[src/rtl/rf_pkg.sv]
// rf_pkg: shared widths, starvation limit and arbiter state encoding
package rf_pkg;
  localparam int D_WIDTH_DEF = 32;
  localparam int ADDRESS_WIDTH_DEF = 5;
  localparam int STARVE_LIMIT_DEF = 4;
  typedef enum logic {PRI0, PRI1} state_t;
endpackage

[src/rtl/wb_fifo.sv]
// wb_fifo: two-entry synchronous FIFO holding port-1 writeback requests
module wb_fifo import rf_pkg::*; #(
  parameter int W = ADDRESS_WIDTH_DEF + D_WIDTH_DEF
) (
  input  logic         clk,
  input  logic         rst,
  input  logic         push_i,
  input  logic         pop_i,
  input  logic [W-1:0] data_i,
  output logic [W-1:0] data_o,
  output logic         full_o,
  output logic         empty_o,
  output logic [1:0]   count_o
);
  logic [W-1:0] mem_q [2];
  logic wr_q, rd_q;
  logic [1:0] count_q;
  always_ff @(posedge clk) if (push_i) mem_q[wr_q] <= data_i;
  always_ff @(posedge clk) begin
    if (rst) begin
      wr_q <= 1'b0;
      rd_q <= 1'b0;
      count_q <= '0;
    end else begin
      wr_q <= wr_q ^ push_i;
      rd_q <= rd_q ^ pop_i;
      count_q <= count_q + {1'b0, push_i} - {1'b0, pop_i};
    end
  end
  always_comb begin
    data_o = mem_q[rd_q];
    full_o = count_q == 2'd2;
    empty_o = count_q == 2'd0;
    count_o = count_q;
  end
endmodule

[src/rtl/rf_wb_arbiter.sv]
// rf_wb_arbiter: two-port register-file writeback arbiter with port-1 starvation guard
module rf_wb_arbiter import rf_pkg::*; #(
  parameter int D_WIDTH = D_WIDTH_DEF,
  parameter int ADDRESS_WIDTH = ADDRESS_WIDTH_DEF,
  parameter int STARVE_LIMIT = STARVE_LIMIT_DEF
) (
  input  logic                     clk,
  input  logic                     rst,
  input  logic                     req0_valid,
  input  logic [ADDRESS_WIDTH-1:0] req0_addr,
  input  logic [D_WIDTH-1:0]       req0_data,
  output logic                     req0_ready,
  input  logic                     req1_valid,
  input  logic [ADDRESS_WIDTH-1:0] req1_addr,
  input  logic [D_WIDTH-1:0]       req1_data,
  output logic                     req1_ready,
  output logic                     wr_en,
  output logic [ADDRESS_WIDTH-1:0] a3,
  output logic [D_WIDTH-1:0]       din,
  output logic [1:0]               q1_count,
  output logic                     starve_active
);
  localparam int EW = ADDRESS_WIDTH + D_WIDTH;
  localparam int CW = $clog2(STARVE_LIMIT + 1);
  state_t state_q, state_d;
  logic [CW-1:0] starve_q, starve_d;
  logic [EW-1:0] head;
  logic [ADDRESS_WIDTH-1:0] ga;
  logic [D_WIDTH-1:0] gd;
  logic [1:0] count;
  logic empty, full, push, g0, g1;
  wb_fifo #(.W(EW)) u_fifo (
    .clk(clk),
    .rst(rst),
    .push_i(push),
    .pop_i(g1),
    .data_i({req1_addr, req1_data}),
    .data_o(head),
    .full_o(full),
    .empty_o(empty),
    .count_o(count)
  );
  always_comb begin
    req1_ready = !rst && !full;
    push = req1_valid && req1_ready;
    g1 = !rst && !empty && (state_q == PRI1 || !req0_valid);
    g0 = !rst && req0_valid && !g1;
    req0_ready = g0;
    {ga, gd} = g1 ? head : {req0_addr, req0_data};
    starve_d = g1 ? '0 : (!empty && starve_q != CW'(STARVE_LIMIT)) ? starve_q + CW'(1) : starve_q;
    // Switching on the updated count caps port 1 at exactly STARVE_LIMIT consecutive losses
    state_d = state_q == PRI1 ? (g1 ? PRI0 : PRI1) : (starve_d == CW'(STARVE_LIMIT) ? PRI1 : PRI0);
    starve_active = state_q == PRI1;
    q1_count = count;
  end
  always_ff @(posedge clk) begin
    if (rst) begin
      state_q <= PRI0;
      starve_q <= '0;
      wr_en <= 1'b0;
      a3 <= '0;
      din <= '0;
    end else begin
      state_q <= state_d;
      starve_q <= starve_d;
      wr_en <= (g0 || g1) && ga != '0;
      if (g0 || g1) begin
        a3 <= ga;
        din <= gd;
      end
    end
  end
endmodule

[config.mk]
export PLATFORM = sky130hd
export DESIGN_NAME = rf_wb_arbiter
export DESIGN_NICKNAME = d
export VERILOG_FILES = /design/src/rtl/rf_pkg.sv /design/src/rtl/wb_fifo.sv /design/src/rtl/rf_wb_arbiter.sv
export SDC_FILE = /design/constraint.sdc
export NUM_CORES = 1
export LEC_CHECK = 0
export CORE_MARGIN = 2
export CORE_UTILIZATION = 49
export CTS_CLUSTER_DIAMETER = 80
export DETAILED_ROUTE_END_ITERATION = 8
export PLACE_DENSITY = 0.8
export RECOVER_POWER = 50
export SETUP_SLACK_MARGIN = 0.02
export SYNTH_ARGS = -nofsm -noshare
export SYNTH_HDL_FRONTEND = slang
export SYNTH_SLANG_ARGS = --single-unit
export TNS_END_PERCENT = 20
[constraint.sdc]
create_clock -name clk -period 2.7 [get_ports clk]
set_clock_uncertainty 0.05 [all_clocks]
set_input_delay 0.54 -clock clk [delete_from_list [all_inputs] [get_ports clk]]
set_output_delay 0.54 -clock clk [all_outputs]
set_load 0.02 [all_outputs]
==> flow_summary.json, run 1 <==
{
  "status": "completed",
  "cp_num_buf_inv": 2,
  "setup_ws_ns": 0.165,
  "crit_chain": "dlygate4sd3_1 -> and2b_4 -> nor2_1 -> or2_4 -> nor2_1 -> dlygate4sd2_1",
  "ir_worst_vdd_mv": 0.392,
  "synthArstFlopShare": 0,
  "multi_input_area_mm2": 0.00147,
  "synth_seq_area_share": 0.659,
  "setup_viol": 0,
  "clk_pin_slew_ns": 0.06,
  "worst_slew_pin_slew_ns": 0.934,
  "cellLeakagePower_nw": 2.33,
  "drive_gt1_frac": 0.170,
  "path_class": "primary input to output pin",
  "pre_cts_slack_ns": -0.0566,
  "path_delay_family": "buffers and inverters",
  "syn_area_mm2": 0.00477,
  "final_common_cell": "clkdlybuf4s50_1",
  "drt_iter0_drc": 70,
  "die_w_um": 103,
  "drt.antenna.violating_nets": 0,
  "rows": 36,
  "core_mm2": 0.00959,
  "hold_class": "register to register",
  "max_cap_violations": 0,
  "grt_pass1_wl_um": 14800,
  "critPathLaunchType": "primary input",
  "vias_per_cell": 4.93,
  "crit_required_ns": 2.11,
  "ff_latch_area_mm2": 0.00314,
  "num_io_pins": 121,
  "ys.flop_type": "edfxtp_1",
  "synth-seq-cells": 120,
  "slowest_stage": "dlygate4sd3_1",
  "clock_sinks": 120,
  "grtUsageTotal": 0.189,
  "drc": 0,
  "cts_buffers": 17,
  "nFillCells": 675,
  "portBuffers": 120,
  "max_stage_delay_ns": 0.56,
  "wirelength_um": 9640,
  "cts_root_buffer": "clkbuf_8",
  "power_mw": 5.43,
  "place_congestion": 0.746,
  "die_h_um": 103,
  "rsz0062_at_grt": "no",
  "first_pass_iters": 4,
  "finalCriticalPeriod_ns": 2.53,
  "gr-total-overflow": 0,
  "critPathMostFrequentCell": "nor2_1",
  "maxSlewViolCount": 0,
  "p_per_area_mw_per_mm2": 812,
  "antenna_found_initial": 1,
  "design.die.area_mm2": 0.0105,
  "relSlewSlack": 0.377,
  "period_share": 0.939,
  "grt_max_degree": 43,
  "fmax_mhz": 394,
  "cts_tree": "built",
  "synth_cell_types": 32,
  "grt_pass1_vias": 3019,
  "clock_latency_ns": 0.50,
  "synth_cells": 336,
  "nNetsFinal": 554,
  "initial_utilization": 0.497,
  "clockBufferDepth": 2,
  "syn_nets": 420,
  "synth.avg_cell_area_um2": 14.2,
  "mostFrequentLayoutCells": "clkdlybuf4s50_1 (81), edfxtp_1 (74), dfxtp_1 (45), mux2i_1 (39), dlygate4sd3_1 (38)",
  "synth-edff-count": 74,
  "wl_per_cell_um": 15.6,
  "end_kind": "output pin",
  "final_util": 0.697,
  "critPathArrivalTime_ns": 1.94,
  "setup_tns_ns": 0,
  "hold_viol": 0,
  "area_growth_pct": 40.2,
  "vias": 3044,
  "htreeDepth": 4,
  "cp_max_fo": 2,
  "yosysWarnings": 0,
  "place_hpwl_um": 6340
}
## through the flow
step | std cells | hold WS [ns] | area (um2)
final | 617 | 0.393 | 6690
after floorplan | 336 | 0.461 | 4770
after CTS | 616 | 0.398 | 6740
after global placement | 584 | 0.383 | 6160
after global routing | 617 | 0.415 | 6690
after detailed placement | 584 | 0.390 | 6160
## sequential cells by signal (all words and copies together) (netlist names)
signal / cells
u_fifo.count_o: 2
starve_active: 1
u_fifo.wr_q: 1
u_fifo.mem_q: 74
a3: 5
u_fifo.rd_q: 1
wr_en: 1
din: 32
starve_q: 3
## metal layers
| layer | up-vias | wire length (um) | global-route usage |
|---|---|---|---|
| met5 | - | 0 | 0 |
| met2 | 81 | 4910 | 0.326 |
| met3 | 12 | 491 | 0.0502 |
| met1 | 1449 | 4090 | 0.221 |
| met4 | 0 | 147 | 0.0851 |
| li1 | 1502 | - | - |
## worst paths after layout
kind,cells after the start,end,slack [ns],start
min reg2reg,2,din[6],0.39,din[6]
min,2,din[6],0.39,din[6]
max reg2reg,5,u_fifo.mem_q[1][13],0.29,u_fifo.count_o[0]
max,6,req0_ready,0.17,req0_valid
## power breakdown
part	leakage [nW]	internal (mW)	switching, mW
clock network	0.263	1.31	0.794
registers	1.06	2.14	0.109
logic	1.01	0.556	0.517
## cells by family (layout without fill, tap and decap cells)
family / after synthesis / count (layout) / share of synthesized area
DFF: 120 / 120 / 0.659
muxes: 76 / 76 / 0.169
and+or+nand+nor: 64 / 64 / 0.0695
AOI/OAI and AO/OA: 43 / 43 / 0.0496
buffers and inverters: 23 / 170 / 0.0294
adders and majority gates: 6 / 6 / 0.0157
xor gates and xnor gates: 4 / 4 / 0.00735
other: 0 / 1 / 0
## worst min-delay path, stage by stage, from the launching register on
cell     delay, ns
dfxtp_1       0.31
nand2_1       0.05
o21ai_1       0.05
## synth_stat cells (2+ instances only)
library cell	count	area, um2
nor3_1	4	20.0
nand3b_1	5	37.5
buf_8	4	60.1
o21ai_1	37	185
mux2_2	37	417
dfxtp_1	46	921
clkbuf_1	6	22.5
buf_2	7	35.0
ha_1	6	75.1
inv_1	6	22.5
mux2i_1	39	390
xnor2_1	3	26.3
nand2_1	33	124
a21oi_1	3	15.0
nor2_1	9	33.8
edfxtp_1	74	2220
nor3_4	2	32.5
## repair_timing
action                                  CTS  global route
resized for setup                         2             0
hold buffers                              0             0
endpoints found under the setup margin    1             0
buffers inserted                          0             0
## layout make-up
type | count | share of cell area
clock buffer | 18 | 0.0625
inverter | 6 | 0.00337
multi-input combinational | 193 | 0.220
timing repair buffer | 132 | 0.196
tap | 133 | 0.0249
clock inverter | 14 | 0.0225
sequential | 120 | 0.470
antenna | 1 | 0.000374
No activity file was read; power rests on OpenSTA's default activity.
==> inputs of run 2 (changes only) <==
--- a/config.mk
+++ b/config.mk
@@ -5,7 +5,6 @@
 export SDC_FILE = /design/constraint.sdc
 export NUM_CORES = 1
 export LEC_CHECK = 0
-export CORE_MARGIN = 2
 export CORE_UTILIZATION = 49
 export CTS_CLUSTER_DIAMETER = 80
 export DETAILED_ROUTE_END_ITERATION = 8
==> run 2 against run 1 <==
Effect of this change: setup slack worse by 0.022 ns; global-route usage up 2.5 points; final area up 1.0%; register-to-register slack worse by 0.06 ns; critical path type is now primary input to register; highest routed layer unchanged.
==> flow_summary.json, run 2 (synthesized netlist as in run 1, its figures left out) <==
{
  "antenna_found_initial": 2,
  "drt.antenna.violating_nets": 0,
  "hold_class": "register to register",
  "gr-total-overflow": 0,
  "max_stage_delay_ns": 1.03,
  "switchingPower_mw": 1.38,
  "cts_setup_buffers": 0,
  "fin_cells": 617,
  "num_io_pins": 121,
  "cts_resized": 1,
  "grt_max_degree": 40,
  "drt_iter0_drc": 96,
  "path_class": "primary input to register",
  "clock_sinks": 120,
  "setup_viol": 0,
  "place_congestion": 0.782,
  "regMostFlops": "u_fifo.mem_q",
  "p_int_mw": 4.14,
  "hold_viol": 0,
  "rows": 35,
  "clock_latency_ns": 0.50,
  "initial_utilization": 0.511,
  "vias_per_cell": 5.06,
  "drive_gt1_frac": 0.179,
  "place_hpwl_um": 6880,
  "maxSlewViolCount": 0,
  "area_growth_pct": 41.7,
  "portBuffers": 120,
  "p_per_area_mw_per_mm2": 817,
  "place_inst": 583,
  "critPathArrivalTime_ns": 2.87,
  "period_share": 0.947,
  "slowest_stage": "clkbuf_2",
  "reg2reg_slack_ns": 0.23,
  "worst_slew_pin_slew_ns": 1.35,
  "reg.largest.list": "u_fifo.mem_q (74), din (32), a3 (5)",
  "nNetsFinal": 557,
  "cp_max_fo": 39,
  "swShare": 0.249,
  "cellLeakagePower_nw": 2.35,
  "design.die.area_mm2": 0.0101,
  "vias": 3121,
  "hold_buffers": 0,
  "p_comb_frac": 0.197,
  "htreeDepth": 4,
  "power_mw": 5.52,
  "relSlewSlack": 0.101,
  "ir_worst_vdd_mv": 0.448,
  "cts_buffers": 17,
  "clk_pin_slew_ns": 0.05,
  "mostFrequentLayoutCells": "clkdlybuf4s50_1 (82), edfxtp_1 (74), dfxtp_1 (46), mux2i_1 (39)",
  "first_pass_iters": 5,
  "grt_pass1_vias": 3348,
  "clockBufferDepth": 2,
  "cts_root_buffer": "clkbuf_8",
  "core_mm2": 0.00933,
  "seqPwrFrac": 0.407,
  "grtUsageTotal": 0.214,
  "final_util": 0.724,
  "final_common_cell": "clkdlybuf4s50_1",
  "crit_required_ns": 3.02,
  "rsz0062_at_grt": "no",
  "die_w_um": 101,
  "clock_power_share": 0.396,
  "finalCriticalPeriod_ns": 2.56,
  "end_kind": "register",
  "max_cap_violations": 0,
  "wirelength_um": 9970,
  "wl_per_cell_um": 16.2,
  "cts_tree": "built",
  "drc": 0,
  "critPathLaunchType": "primary input",
  "largest_register_ffs": 74,
  "grt_pass1_wl_um": 16000,
  "die_h_um": 101,
  "status": "completed",
  "crit_chain": "clkdlybuf4s50_1 -> and2b_4 -> clkbuf_1 -> nor3_4 -> clkbuf_2 -> mux2i_1 -> o21ai_0",
  "fmax_mhz": 391
}
## run 2: worst paths after layout
| check | startpoint | endpoint | cells past startpoint |
|---|---|---|---|
| setup reg to reg | starve_active | din[7] | 6 |
| hold / removal | din[3] | din[3] | 2 |
| setup / recovery | req0_valid | din[7] | 7 |
| hold reg to reg | din[3] | din[3] | 2 |
## run 2: cell type report
cell class / count / area, um2
Antenna cell: 2 / 5.00
Clock buffer: 26 / 499
Clock inverter: 6 / 87.6
Fill cell: 666 / 2570
Inverter: 6 / 22.5
Multi-Input combinational cell: 193 / 1480
Sequential cell: 120 / 3140
Tap cell: 129 / 161
Timing Repair Buffer: 135 / 1350
## run 2: per-layer routing
metal | GRT usage | up-vias | routed length, um
li1 | - | 1506 | -
met2 | 0.391 | 91 | 5280
met4 | 0.0936 | 0 | 148
met5 | 0 | - | 0
met3 | 0.0513 | 11 | 475
met1 | 0.237 | 1513 | 4060
## run 2: power groups by stage
| stage | clock network [mW] | logic [mW] | registers [mW] |
|---|---|---|---|
| global placement | 0 | 1.10 | 2.27 |
| finish | 2.18 | 1.09 | 2.25 |
| CTS | 2.22 | 1.14 | 2.25 |
| floorplan | 0 | 0.557 | 2.37 |
| detailed placement | 0 | 1.14 | 2.28 |
| global route | 2.31 | 1.17 | 2.26 |
## run 2: worst max-delay path: cells and delay by family
kind,cells,cell delay (ns)
simple gates,2,0.32
compound gates,1,0.13
mux,1,0.28
buf+inv,3,1.58
## run 2: through the flow
| step | setup TNS (ns) | hold WS [ns] | cell area [um2] | setup WS (ns) |
|---|---|---|---|---|
| 6_report | 0 | 0.399 | 6760 | 0.143 |
| 5_1_grt | 0 | 0.416 | 6760 | 0.0427 |
| 4_1_cts | 0 | 0.398 | 6790 | 0.155 |
| 3_5_place_dp | -0.0793 | 0.391 | 6210 | -0.0793 |
| 3_3_place_gp | -0.0282 | 0.383 | 6210 | -0.0282 |
| 2_1_floorplan | -2.12 | 0.461 | 4770 | -0.0287 |
==> inputs of run 3 (changes only) <==
--- a/config.mk
+++ b/config.mk
@@ -8,6 +8,7 @@
 export CORE_UTILIZATION = 49
 export CTS_CLUSTER_DIAMETER = 80
 export DETAILED_ROUTE_END_ITERATION = 8
+export MAX_ROUTING_LAYER = met4
 export PLACE_DENSITY = 0.8
 export RECOVER_POWER = 50
 export SETUP_SLACK_MARGIN = 0.02
==> run 3 against run 2 <==
Effect of this change: setup slack worse by 0.011 ns; count of clock-buffer cells in the layout stayed put; highest routed layer unchanged; combinational power hardly changed.
==> flow_summary.json, run 3 (synthesized netlist as in run 1, its figures left out) <==
{
  "nFillCells": 666,
  "cts_root_buffer": "clkbuf_8",
  "max_cap_violations": 0,
  "wirelength_um": 9930,
  "gr-total-overflow": 0,
  "swShare": 0.249,
  "crit_required_ns": 3.02,
  "first_pass_iters": 4,
  "r2r_cells": 6,
  "grt_pass1_vias": 3359,
  "critPathArrivalTime_ns": 2.88,
  "maxSlewViolCount": 0,
  "p_per_area_mw_per_mm2": 817,
  "clock_power_share": 0.396,
  "fin_area_mm2": 0.00676,
  "critPathLaunch": "req0_valid",
  "drive_gt1_frac": 0.179,
  "r2r_start": "starve_active",
  "final_common_cell": "clkdlybuf4s50_1",
  "grtUsageTotal": 0.221,
  "cp_max_fo": 39,
  "reg2reg_slack_ns": 0.22,
  "rows": 35,
  "place_inst": 583,
  "final_util": 0.724,
  "regMostFlops": "u_fifo.mem_q",
  "fmax_mhz": 389,
  "rsz0062_at_grt": "no",
  "switchingPower_mw": 1.37,
  "largest_register_ffs": 74,
  "num_io_pins": 121,
  "cts_setup_buffers": 0,
  "portBuffers": 120,
  "worst_slew_pin_slew_ns": 1.35,
  "vias_per_cell": 5.05,
  "vias": 3116,
  "nNetsFinal": 557,
  "setup_viol": 0,
  "fin_cells": 617,
  "period_share": 0.951,
  "cp.depth": 7,
  "hold_class": "register to register",
  "path_delay_family": "buffers and inverters",
  "critPathLaunchType": "primary input",
  "ir_worst_vdd_mv": 0.449,
  "mostFrequentLayoutCells": "clkdlybuf4s50_1 (82), edfxtp_1 (74), dfxtp_1 (46), mux2i_1 (39)",
  "r2r_end": "din[7]",
  "finalCriticalPeriod_ns": 2.57,
  "design.die.area_mm2": 0.0101,
  "cellLeakagePower_nw": 2.35,
  "hold_viol": 0,
  "multi_input_area_mm2": 0.00148,
  "setup_ws_ns": 0.132,
  "die_w_um": 101,
  "place_hpwl_um": 6880,
  "placedInstanceArea_mm2": 0.00621,
  "cp_num_buf_inv": 3,
  "core_mm2": 0.00933,
  "status": "completed",
  "clock_sinks": 120,
  "initial_utilization": 0.511,
  "drt.antenna.violating_nets": 0,
  "cp-endpoint": "din[7]",
  "crit_chain": "clkdlybuf4s50_1 -> and2b_4 -> clkbuf_1 -> nor3_4 -> clkbuf_2 -> mux2i_1 -> o21ai_0",
  "p_comb_frac": 0.197,
  "cts_tree": "built",
  "area_growth_pct": 41.7,
  "grt_max_degree": 40,
  "clk_pin_slew_ns": 0.06,
  "drt_iter0_drc": 109,
  "htreeDepth": 4,
  "place_congestion": 0.793,
  "clockBufferDepth": 2,
  "ff_latch_area_mm2": 0.00314,
  "antenna_found_initial": 2,
  "grt_pass1_wl_um": 16000,
  "wl_per_cell_um": 16.1,
  "drc": 0,
  "slowest_stage": "clkbuf_2",
  "die_h_um": 101,
  "pre_cts_slack_ns": -0.0793,
  "clock_latency_ns": 0.50,
  "max_stage_delay_ns": 1.03,
  "reg.largest.list": "u_fifo.mem_q (74), din (32), a3 (5)",
  "cts_buffers": 17,
  "path_class": "primary input to register",
  "power_mw": 5.52,
  "relSlewSlack": 0.102,
  "end_kind": "register",
  "p_int_mw": 4.14,
  "seqPwrFrac": 0.407
}
==> run 3: cell counts in the layout (fill, tap and decap cells not counted) <==
No cell type changed its count.
==> run 3: power groups by stage <==
stage	combinational (mW)	clock [mW]	sequential, mW
floorplan	0.557	0	2.37
global placement	1.10	0	2.27
detailed placement	1.14	0	2.28
CTS	1.14	2.22	2.25
global route	1.17	2.31	2.26
finish	1.09	2.18	2.25
==> run 3: final cells by class <==
type,instances,share of cell area
Antenna cell,2,0.000741
Clock buffer,26,0.0739
Clock inverter,6,0.0130
Inverter,6,0.00333
Multi-Input combinational cell,193,0.219
Sequential cell,120,0.465
Tap cell,129,0.0239
Timing Repair Buffer,135,0.200
==> run 3: worst min-delay path by stage <==
stage | startpoint | endpoint | slack (ns) | cells after the start
final | din[3] | din[3] | 0.40 | 2
after global routing | din[27] | din[27] | 0.42 | 2
after CTS | din[1] | din[1] | 0.40 | 2
after detailed placement | din[1] | din[1] | 0.39 | 2
after global placement | din[11] | din[11] | 0.38 | 2
after floorplan | starve_q[1] | starve_q[1] | 0.46 | 2
==> run 3: worst min-delay path: stages (launching register included) <==
cell and delay, ns:
dfxtp_1 0.32, nand2_1 0.04, o21ai_0 0.05
==> run 3: per-layer routing <==
metal / global-route usage / wire length, um
met5: - / 0
met4: 0.0936 / 145
met3: 0.0492 / 455
met2: 0.391 / 5240
met1: 0.237 / 4090
==> run 3: repair_timing <==
item | 4_1_cts | 5_1_grt
setup endpoints to repair | 1 | 0
gates resized for setup | 1 | 0
hold buffers | 0 | 0
==> run 3: stage by stage <==
stage          TNS, ns  hold WS, ns
2_1_floorplan    -2.12        0.461
3_3_place_gp   -0.0282        0.383
3_5_place_dp   -0.0793        0.391
4_1_cts              0        0.398
5_1_grt              0        0.416
6_report             0        0.399
